### config.mk
export PLATFORM = sky130hd
export DESIGN_NAME = bv_match_priority_enc_flat
export DESIGN_NICKNAME = d
export VERILOG_FILES = /design/src/rtl/bv_match_priority_enc_if.sv /design/src/rtl/bv_match_priority_enc.sv /design/src/flat_wrapper.sv
export SDC_FILE = /design/constraint.sdc
export NUM_CORES = 1
export LEC_CHECK = 0
export ABC_AREA = 1
export BUFFER_PORTS_ARGS = -buffer_cell sky130_fd_sc_hd__buf_4
export CORE_MARGIN = 2
export CORE_UTILIZATION = 35
export DETAILED_ROUTE_END_ITERATION = 10
export PLACE_DENSITY = 0.52
export SLEW_MARGIN = 20
export SYNTH_ARGS = -nofsm -noshare
export SYNTH_HDL_FRONTEND = slang
export SYNTH_SLANG_ARGS = --single-unit
export TNS_END_PERCENT = 1
### constraint.sdc
create_clock -name clk -period 2.8 [get_ports clk]
set_input_delay 0.84 -clock clk [delete_from_list [all_inputs] [get_ports clk]]
set_output_delay 0.84 -clock clk [all_outputs]
set_load 0.02 [all_outputs]
### src/rtl/bv_match_priority_enc_if.sv
// Bundles the rule-vector input and the match-result valid/ready handshake.
// "master" is the side that drives vectors and consumes results; the encoder uses "slave".
interface bv_match_priority_enc_if #(
  parameter int BV_WIDTH  = 64,
  parameter int IDX_WIDTH = 6
);
  logic                 bv_in_valid;
  logic [BV_WIDTH-1:0]  bv_in;
  logic                 match_valid;
  logic                 match_hit;
  logic [IDX_WIDTH-1:0] match_index;
  logic                 match_ready;

  modport master (
    output bv_in_valid, bv_in, match_ready,
    input  match_valid, match_hit, match_index
  );

  modport slave (
    input  bv_in_valid, bv_in, match_ready,
    output match_valid, match_hit, match_index
  );
endinterface

### src/rtl/bv_match_priority_enc.sv
// Two-stage lowest-set-bit priority encoder feeding a show-ahead result FIFO.
// Optional BV_MATCH_STATS_EN adds wrapping hit/miss counters taken at stage 2.
module bv_match_priority_enc #(
  parameter int BV_WIDTH   = 64,
  parameter int IDX_WIDTH  = 6,
  parameter int GRP_WIDTH  = 16,
  parameter int FIFO_DEPTH = 4
) (
  input  logic        clk,
  input  logic        reset,
  bv_match_priority_enc_if.slave bus,
  output logic [15:0] drop_cnt,
  output logic        overflow
`ifdef BV_MATCH_STATS_EN
  ,
  output logic [31:0] hit_cnt,
  output logic [31:0] miss_cnt
`endif
);
  localparam int NUM_GRP = BV_WIDTH / GRP_WIDTH;
  localparam int GIDX_W  = $clog2(GRP_WIDTH);
  localparam int GSEL_W  = IDX_WIDTH - GIDX_W;
  localparam int PTR_W   = $clog2(FIFO_DEPTH);
  localparam int CNT_W   = PTR_W + 1;
  localparam int ENT_W   = IDX_WIDTH + 1;

  // ---------------- stage 1: per-group any / lowest index ----------------
  logic [NUM_GRP-1:0] grp_any_d, grp_any_q;
  logic [GIDX_W-1:0]  grp_idx_d [NUM_GRP];
  logic [GIDX_W-1:0]  grp_idx_q [NUM_GRP];
  logic               s1_valid_q;

  genvar gi;
  generate
    for (gi = 0; gi < NUM_GRP; gi++) begin : g_grp
      logic [GIDX_W-1:0] low_idx;
      always_comb begin
        low_idx = '0;
        for (int b = GRP_WIDTH - 1; b >= 0; b--) begin
          if (bus.bv_in[gi*GRP_WIDTH + b]) low_idx = GIDX_W'(b);
        end
      end
      assign grp_any_d[gi] = |bus.bv_in[gi*GRP_WIDTH +: GRP_WIDTH];
      assign grp_idx_d[gi] = low_idx;
    end
  endgenerate

  always_ff @(posedge clk or negedge reset) begin
    if (!reset) begin
      s1_valid_q <= 1'b0;
      grp_any_q  <= '0;
      for (int g = 0; g < NUM_GRP; g++) grp_idx_q[g] <= '0;
    end else begin
      s1_valid_q <= bus.bv_in_valid;
      if (bus.bv_in_valid) begin
        grp_any_q <= grp_any_d;
        for (int g = 0; g < NUM_GRP; g++) grp_idx_q[g] <= grp_idx_d[g];
      end
    end
  end

  // ---------------- stage 2: pick lowest active group ----------------
  logic                 s2_hit_d;
  logic [IDX_WIDTH-1:0] s2_idx_d;
  logic                 s2_valid_q, s2_hit_q;
  logic [IDX_WIDTH-1:0] s2_idx_q;

  always_comb begin
    s2_hit_d = |grp_any_q;
    s2_idx_d = '0;
    for (int g = NUM_GRP - 1; g >= 0; g--) begin
      if (grp_any_q[g]) s2_idx_d = {GSEL_W'(g), grp_idx_q[g]};
    end
  end

  always_ff @(posedge clk or negedge reset) begin
    if (!reset) begin
      s2_valid_q <= 1'b0;
      s2_hit_q   <= 1'b0;
      s2_idx_q   <= '0;
    end else begin
      s2_valid_q <= s1_valid_q;
      if (s1_valid_q) begin
        s2_hit_q <= s2_hit_d;
        s2_idx_q <= s2_idx_d;
      end
    end
  end

  // ---------------- result FIFO with registered show-ahead head ----------------
  logic [ENT_W-1:0] fifo_mem [FIFO_DEPTH];
  logic [PTR_W-1:0] wr_ptr_q, wr_ptr_d, rd_ptr_q, rd_ptr_d;
  logic [CNT_W-1:0] count_q, count_d, remain;
  logic             head_valid_q, head_valid_d;
  logic [ENT_W-1:0] head_q, head_d;
  logic             pop, full, push, drop;
  logic [15:0]      drop_cnt_q;
  logic             overflow_q;

  always_comb begin
    pop      = head_valid_q & bus.match_ready;
    full     = (count_q == CNT_W'(FIFO_DEPTH));
    push     = s2_valid_q & (~full | pop);
    drop     = s2_valid_q & full & ~pop;
    count_d  = count_q + CNT_W'(push) - CNT_W'(pop);
    rd_ptr_d = rd_ptr_q + PTR_W'(pop);
    wr_ptr_d = wr_ptr_q + PTR_W'(push);
    remain   = count_q - CNT_W'(pop);
    head_valid_d = (count_d != '0);
    // Nothing left behind the popped head: the incoming result bypasses storage.
    if (count_d == '0)     head_d = '0;
    else if (remain == '0) head_d = {s2_hit_q, s2_idx_q};
    else                   head_d = fifo_mem[rd_ptr_d];
  end

  always_ff @(posedge clk) begin
    if (push) fifo_mem[wr_ptr_q] <= {s2_hit_q, s2_idx_q};
  end

  always_ff @(posedge clk or negedge reset) begin
    if (!reset) begin
      wr_ptr_q     <= '0;
      rd_ptr_q     <= '0;
      count_q      <= '0;
      head_valid_q <= 1'b0;
      head_q       <= '0;
      drop_cnt_q   <= '0;
      overflow_q   <= 1'b0;
    end else begin
      wr_ptr_q     <= wr_ptr_d;
      rd_ptr_q     <= rd_ptr_d;
      count_q      <= count_d;
      head_valid_q <= head_valid_d;
      head_q       <= head_d;
      if (drop) begin
        overflow_q <= 1'b1;
        if (drop_cnt_q != 16'hFFFF) drop_cnt_q <= drop_cnt_q + 16'd1;
      end
    end
  end

  assign bus.match_valid = head_valid_q;
  assign bus.match_hit   = head_q[ENT_W-1];
  assign bus.match_index = head_q[IDX_WIDTH-1:0];
  assign drop_cnt        = drop_cnt_q;
  assign overflow        = overflow_q;

`ifdef BV_MATCH_STATS_EN
  logic [31:0] hit_cnt_q, miss_cnt_q;

  always_ff @(posedge clk or negedge reset) begin
    if (!reset) begin
      hit_cnt_q  <= '0;
      miss_cnt_q <= '0;
    end else if (s2_valid_q) begin
      if (s2_hit_q) hit_cnt_q  <= hit_cnt_q + 32'd1;
      else          miss_cnt_q <= miss_cnt_q + 32'd1;
    end
  end

  assign hit_cnt  = hit_cnt_q;
  assign miss_cnt = miss_cnt_q;
`endif
endmodule

### src/flat_wrapper.sv
// flat-port wrapper written by rule: the top's interface ports become plain ports
module bv_match_priority_enc_flat 
#(
  parameter int BV_WIDTH   = 64,
  parameter int IDX_WIDTH  = 6,
  parameter int GRP_WIDTH  = 16,
  parameter int FIFO_DEPTH = 4
)
  (clk, reset, drop_cnt, overflow, bus_bv_in_valid, bus_bv_in, bus_match_ready, bus_match_valid, bus_match_hit, bus_match_index);
  bv_match_priority_enc_if #(.BV_WIDTH(BV_WIDTH), .IDX_WIDTH(IDX_WIDTH)) bus_i ();
  input  logic clk;
  input  logic reset;
  output logic [15:0] drop_cnt;
  output logic overflow;
  input wire logic [$bits(bus_i.bv_in_valid)-1:0] bus_bv_in_valid;
  input wire logic [$bits(bus_i.bv_in)-1:0] bus_bv_in;
  input wire logic [$bits(bus_i.match_ready)-1:0] bus_match_ready;
  output wire logic [$bits(bus_i.match_valid)-1:0] bus_match_valid;
  output wire logic [$bits(bus_i.match_hit)-1:0] bus_match_hit;
  output wire logic [$bits(bus_i.match_index)-1:0] bus_match_index;
  assign bus_i.bv_in_valid = bus_bv_in_valid;
  assign bus_i.bv_in = bus_bv_in;
  assign bus_i.match_ready = bus_match_ready;
  assign bus_match_valid = bus_i.match_valid;
  assign bus_match_hit = bus_i.match_hit;
  assign bus_match_index = bus_i.match_index;
  bv_match_priority_enc #(.BV_WIDTH(BV_WIDTH), .IDX_WIDTH(IDX_WIDTH), .GRP_WIDTH(GRP_WIDTH), .FIFO_DEPTH(FIFO_DEPTH)) u_core (.clk(clk), .reset(reset), .bus(bus_i), .drop_cnt(drop_cnt), .overflow(overflow));
endmodule
; ---- After elaboration in Yosys (flattened, before gate mapping)
; Memories as Yosys holds them, arrays and structs flattened.
; Cells that the tools add are included.
[op_classes]
n_addsub = 6
mul = 0
n_div = 0
magnitude_cmp = 0
n_eq_ne = 2
n_shift = 0
n_mux = 72
n_bitwise = 7
reduce_logical = 9
[op_table]
columns = op, count
row1 = $mux W4, 64
row2 = $reduce_or A16 Y1, 4
row3 = $mux W6, 4
row4 = $add A16 B1 Y16 const B, 1
row5 = $ne A16 B16 Y1 const B, 1
row6 = $mux W7, 2
row7 = $logic_not A3 Y1, 2
row8 = $sub A3 B1 Y3, 2
row9 = $add A2 B1 Y2, 2
row10 = $and A1 B1 Y1, 4
row11 = $reduce_or A4 Y1, 1
row12 = $add A3 B1 Y3, 1
row13 = $eq A3 B3 Y1 const B, 1
row14 = $reduce_bool A3 Y1, 1
row15 = $mux W1, 2
row16 = $not A1 Y1, 2
row17 = $reduce_and A2 Y1, 1
row18 = $or A1 B1 Y1, 1
[word_totals]
ff_bits = 61
latch_bits = 0
ram_bits = 28
mem_bits_ro = 0
inputBits = 68
output_inout_bits = 25
wordCells = 113
memories = 1
[mem_list]
columns = memory, depth, width, read_ports, rd_clocked_by_memory_dff, write_ports, line
row1 = u_core.fifo_mem, 4, 7, 1, 0, 1, bv_match_priority_enc.sv:91  ; logic [ENT_W-1:0] fifo_mem [FIFO_DEPTH];

; ---- Longest topological paths before layout
[logic_depth]
ltp_word = 16
depth_mapped = 17
ltp_nobuf = 17

; ---- Least setup slack after synthesis
; OpenSTA, ideal clock, no wires.
[synth_timing]
path_kind = in2reg
start = in bus_match_ready
end = reg u_core.head_q[0]
setup_ns = 0.147
arrival_time_ns = 2.589
required_ns = 2.653
setup_slack_ns = 0.065
cell_stages = 10
n_path_buf = 0
cell_sequence = nand2_1 -> inv_1 -> ha_1 -> inv_1 -> ha_1 -> inv_1 -> fa_1 -> inv_1 -> nor3_1 -> nor2_1
[synth_between]
elab_chain_len = 7
elab_cells_between_ends = 12
classes_between = add/sub: 4 / mux: 2 / bitwise: 3 / reduce/logical: 2 / memory: 1
[synth_rtl]
columns = item, line
row1 = "start, declared", flat_wrapper.sv:17  ; input wire logic [$bits(bus_i.match_ready)-1:0] bus_match_ready;
row2 = $and A1 B1 Y1 *, bv_match_priority_enc.sv:101  ; pop = head_valid_q & bus.match_ready;
row3 = $or A1 B1 Y1, bv_match_priority_enc.sv:103  ; push = s2_valid_q & (~full | pop);
row4 = $and A1 B1 Y1, bv_match_priority_enc.sv:103
row5 = $add A3 B1 Y3, bv_match_priority_enc.sv:105  ; count_d = count_q + CNT_W'(push) - CNT_W'(pop);
row6 = $sub A3 B1 Y3 *, bv_match_priority_enc.sv:105
row7 = net u_core.count_d[1], bv_match_priority_enc.sv:93  ; logic [CNT_W-1:0] count_q, count_d, remain;
row8 = $logic_not A3 Y1 *, bv_match_priority_enc.sv:111  ; if (count_d == '0) head_d = '0;
row9 = $mux W7 *, bv_match_priority_enc.sv:111
row10 = net u_core.head_d[0], bv_match_priority_enc.sv:95  ; logic [ENT_W-1:0] head_q, head_d;
row11 = "end signal, assigned", bv_match_priority_enc.sv:126  ; head_q <= '0;
row12 = "end signal, assigned", bv_match_priority_enc.sv:134  ; head_q <= head_d;
row13 = "end, declared", bv_match_priority_enc.sv:95
; Mark *: on every way through the listed nets, which the timed path passes. The rest lies on a longest branch.
; A chain may end at the register's enable or synchronous reset.

; ---- Worst setup path after layout
[layout_timing]
start = in bus_match_ready
end = reg u_core.head_q[1]
; The elaborated chain is that of the path after synthesis.

==> impl_metrics.ini <==
[placement]
hpwl_um = 6942
postPlaceCellArea_um2 = 5366
pre_cts_slack_ps = 60.00
io_buffers = 92
gp_congestion = 0.7721

[routing]
drtPass1Iterations = 4
drt_iter0_drc = 188
num_vias = 3537
avgRoutedWirePerCell_um = 11.37
drtAntennaViolNets = 0
vias_per_cell = 4.455
drcViolationCount = 0
wl_um = 9028

[synthesis]
ys_ff_latch = 89
syn_area_per_cell_um2 = 8.641
ys_seq_area_share_pct = 53.40
synth_fp_nets = 589
synth.distinct_cells = 38
yosys_warnings = 0
synth_cells = 513
netlist_area_um2 = 4433

[clock_network]
clock_sinks = 89
post_cts_buffers = 0
post_cts_resized = 0
cts_inserted_buffers = 9
postCtsHoldBufs = 0
path_clk_slew_ps = 60
clk_latency_ps = 330
cts_htree_levels = 3
root_buffer = clkbuf_16
tritoncts = built
clock_path_buffers = 2

[timing]
tightest_slew_ps = 772.7
setup_viol = 0
final.setup.worst_slack_ps = 436.8
slew_viol_final = 0
slew_headroom_pct = 48.49
finalHoldViolations = 0
rsz0062_at_grt = no
fin_worst_skew_ps = 4.498
fmax_mhz = 423.2
totalNegativeSetupSlack_ps = 0
final.period_utilization_pct = 84.40
finalCriticalPeriod_ps = 2363
finalHoldWorstSlack_ps = 485.5

[cells_and_area]
diodes = 0
fin_nets = 693
drive_above_1_share_pct = 20.10
area_growth_pct = 27.58
stdcell_area_um2 = 5655

[flow_run]
cap_violations = 0

[power]
power.leakage_nw = 2.827
ir_worst_vdd_mv = 0.3161
powerDensity_nw_per_um2 = 737.3

[run_status]
outcome = finished, final reports clean

[worst_setup_path]
crit_type = in -> reg
cp-end-kind = register
crit_buf_inv = 6
cpLargestDelayFamily = adder cells
cpPeakStageDelay_ps = 500
worst-endpoint-required_ps = 3020
slowest_stage = fa_1
cp.arrival_ps = 2580
path_cells = buf_4 -> nand2_1 -> inv_1 -> ha_1 -> inv_1 -> ha_1 -> inv_1 -> fa_1 -> inv_1 -> nor3_1 -> buf_4 -> nor2_1
cp_max_fo = 8
crit_path_frequent_cell = inv_1
worst_setup_path_start_kind = input pin

[die]
initial_core_util_pct = 35.42
ios = 93
num_rows = 41
core-area_um2 = 12520
die-width_um = 116.5
fp.dieArea_um2 = 13580
die_y_um = 116.5

[global_route]
gr-total-overflow = 0
antenna_found_initial = 0
grt_start_max_net_pins = 62
grt_pass1_vias = 3518
grt_pass1_wl_um = 15680
grt_use_total_pct = 14.27

[worst_hold_path]
hold_class = reg -> reg
## worst paths after layout
| path | to | startpoint | slack (ps) | depth (start not counted) |
|---|---|---|---|---|
| hold reg to reg | u_core.grp_idx_q[1]$_DFFE_PN0P_ | u_core.grp_idx_q[1]$_DFFE_PN0P_ | 490 | 2 |
| hold / removal | u_core.grp_idx_q[1]$_DFFE_PN0P_ | u_core.grp_idx_q[1]$_DFFE_PN0P_ | 490 | 2 |
| max in group asynchronous | u_core.grp_idx_q[15]$_DFFE_PN0P_ | reset | 1710 | 1 |
| setup / recovery | u_core.head_q[1]$_DFF_PN0_ | bus_match_ready | 440 | 12 |
| min in group asynchronous | u_core.head_q[4]$_DFF_PN0_ | reset | 570 | 1 |
| setup reg to reg | u_core.head_q[1]$_DFF_PN0_ | u_core.bus.match_valid$_DFF_PN0_ | 660 | 11 |
## metal layers
metal	vias up	wire [um]	GRT usage [%]
met5	-	0	0
met4	0	78	5.490
met3	8	325	2.231
met2	74	4233	23.72
met1	1585	4390	18.82
li1	1870	-	-
## Yosys cell counts
cell	number	share of area, %
nand2_1	124	10
inv_1	87	7.4
dfrtp_1	61	34
nor2_1	59	5.0
edfxtp_1	28	19
nand3_1	24	2.7
o21ai_0	24	2.7
nor3_1	18	2.0
xor2_1	10	2.0
xnor2_1	8	1.6
ha_1	7	2.0
o22ai_1	7	0.99
nor4_1	5	0.71
a221oi_1	4	0.79
clkbuf_1	4	0.34
nand4_1	4	0.56
o211ai_1	4	0.68
o311ai_0	4	0.79
a21oi_1	3	0.34
a31oi_1	3	0.42
nor3_2	3	0.68
a22o_1	2	0.40
buf_2	2	0.23
mux2i_1	2	0.45
nand2_4	2	0.51
o31ai_1	2	0.34
a211oi_1	1	0.17
a22oi_1	1	0.17
a32oi_1	1	0.20
clkinv_1	1	0.085
fa_1	1	0.45
inv_2	1	0.085
nand2_2	1	0.14
nand3_2	1	0.23
nor2_4	1	0.25
nor2_8	1	0.45
o21a_1	1	0.17
or2_2	1	0.14
## cell type report
cell class | instances | area [um2]
fill | 1269 | 6862
sequential | 89 | 2367
multi-input combinational | 329 | 1707
timing repair buffer | 99 | 743.2
inverter | 89 | 334.1
clock buffer | 10 | 250.2
tap | 172 | 215.2
clock inverter | 6 | 38.79
## cell usage in the layout, fill, tap and decap left out, types with 4 or more instances in the layout
cell	instances
clkbuf_16	10
xnor2_1	8
buf_4	99
o311ai_0	4
o22ai_1	7
edfxtp_1	28
nand2_1	124
nor3_1	18
o21ai_0	24
nor4_1	5
nand4_1	4
dfrtp_1	61
xor2_1	10
inv_1	87
o211ai_1	4
a221oi_1	4
ha_1	7
nor2_1	59
nand3_1	24
## per-stage QoR
stage	util [%]	power, W	std cells
final	45.18	0.004170	794
after CTS	45.18	0.004232	794
after global placement	42.87	0.003037	778
after detailed placement	42.87	0.003065	778
after floorplan	-	0.002593	513
after global routing	45.18	0.004460	794
## registers in the layout, indices dropped and copies added, names as in the netlist
signal / flops
u_core.grp_idx_q: 16
u_core.s2_hit_q: 1
u_core.wr_ptr_q: 2
u_core.s2_idx_q: 6
u_core.head_q: 7
u_core.s2_valid_q: 1
u_core.fifo_mem: 28
u_core.s1_valid_q: 1
u_core.count_q: 3
u_core.drop_cnt: 16
u_core.rd_ptr_q: 2
u_core.overflow: 1
u_core.grp_any_q: 4
u_core.bus.match_valid: 1
## cells by family (layout without fill, tap and decap cells)
kind of cell	count (synthesis)	in the layout	synth area share (%)
simple gates	244	244	23.91
buf+inv	95	204	8.100
flops	89	89	53.40
compound gates	57	57	8.157
xor+xnor	18	18	3.556
fa+ha+maj	8	8	2.427
mux	2	2	0.4516
## power breakdown
part | internal [W] | switching [W] | leakage (nW)
combinational | 0.000538 | 0.000775 | 1.68
clock | 0.000654 | 0.000487 | 0.141
sequential | 0.00159 | 0.000122 | 1.00
total | 0.00279 | 0.00138 | 2.83
## worst register-to-register path: stages (launching register included)
cell	delay, ps
dfrtp_1	380
nand2_1	70
inv_1	70
ha_1	290
inv_1	80
ha_1	140
inv_1	50
fa_1	500
inv_1	50
nor3_1	190
buf_4	180
nor2_1	50
Power figures use the tool's default switching activity.
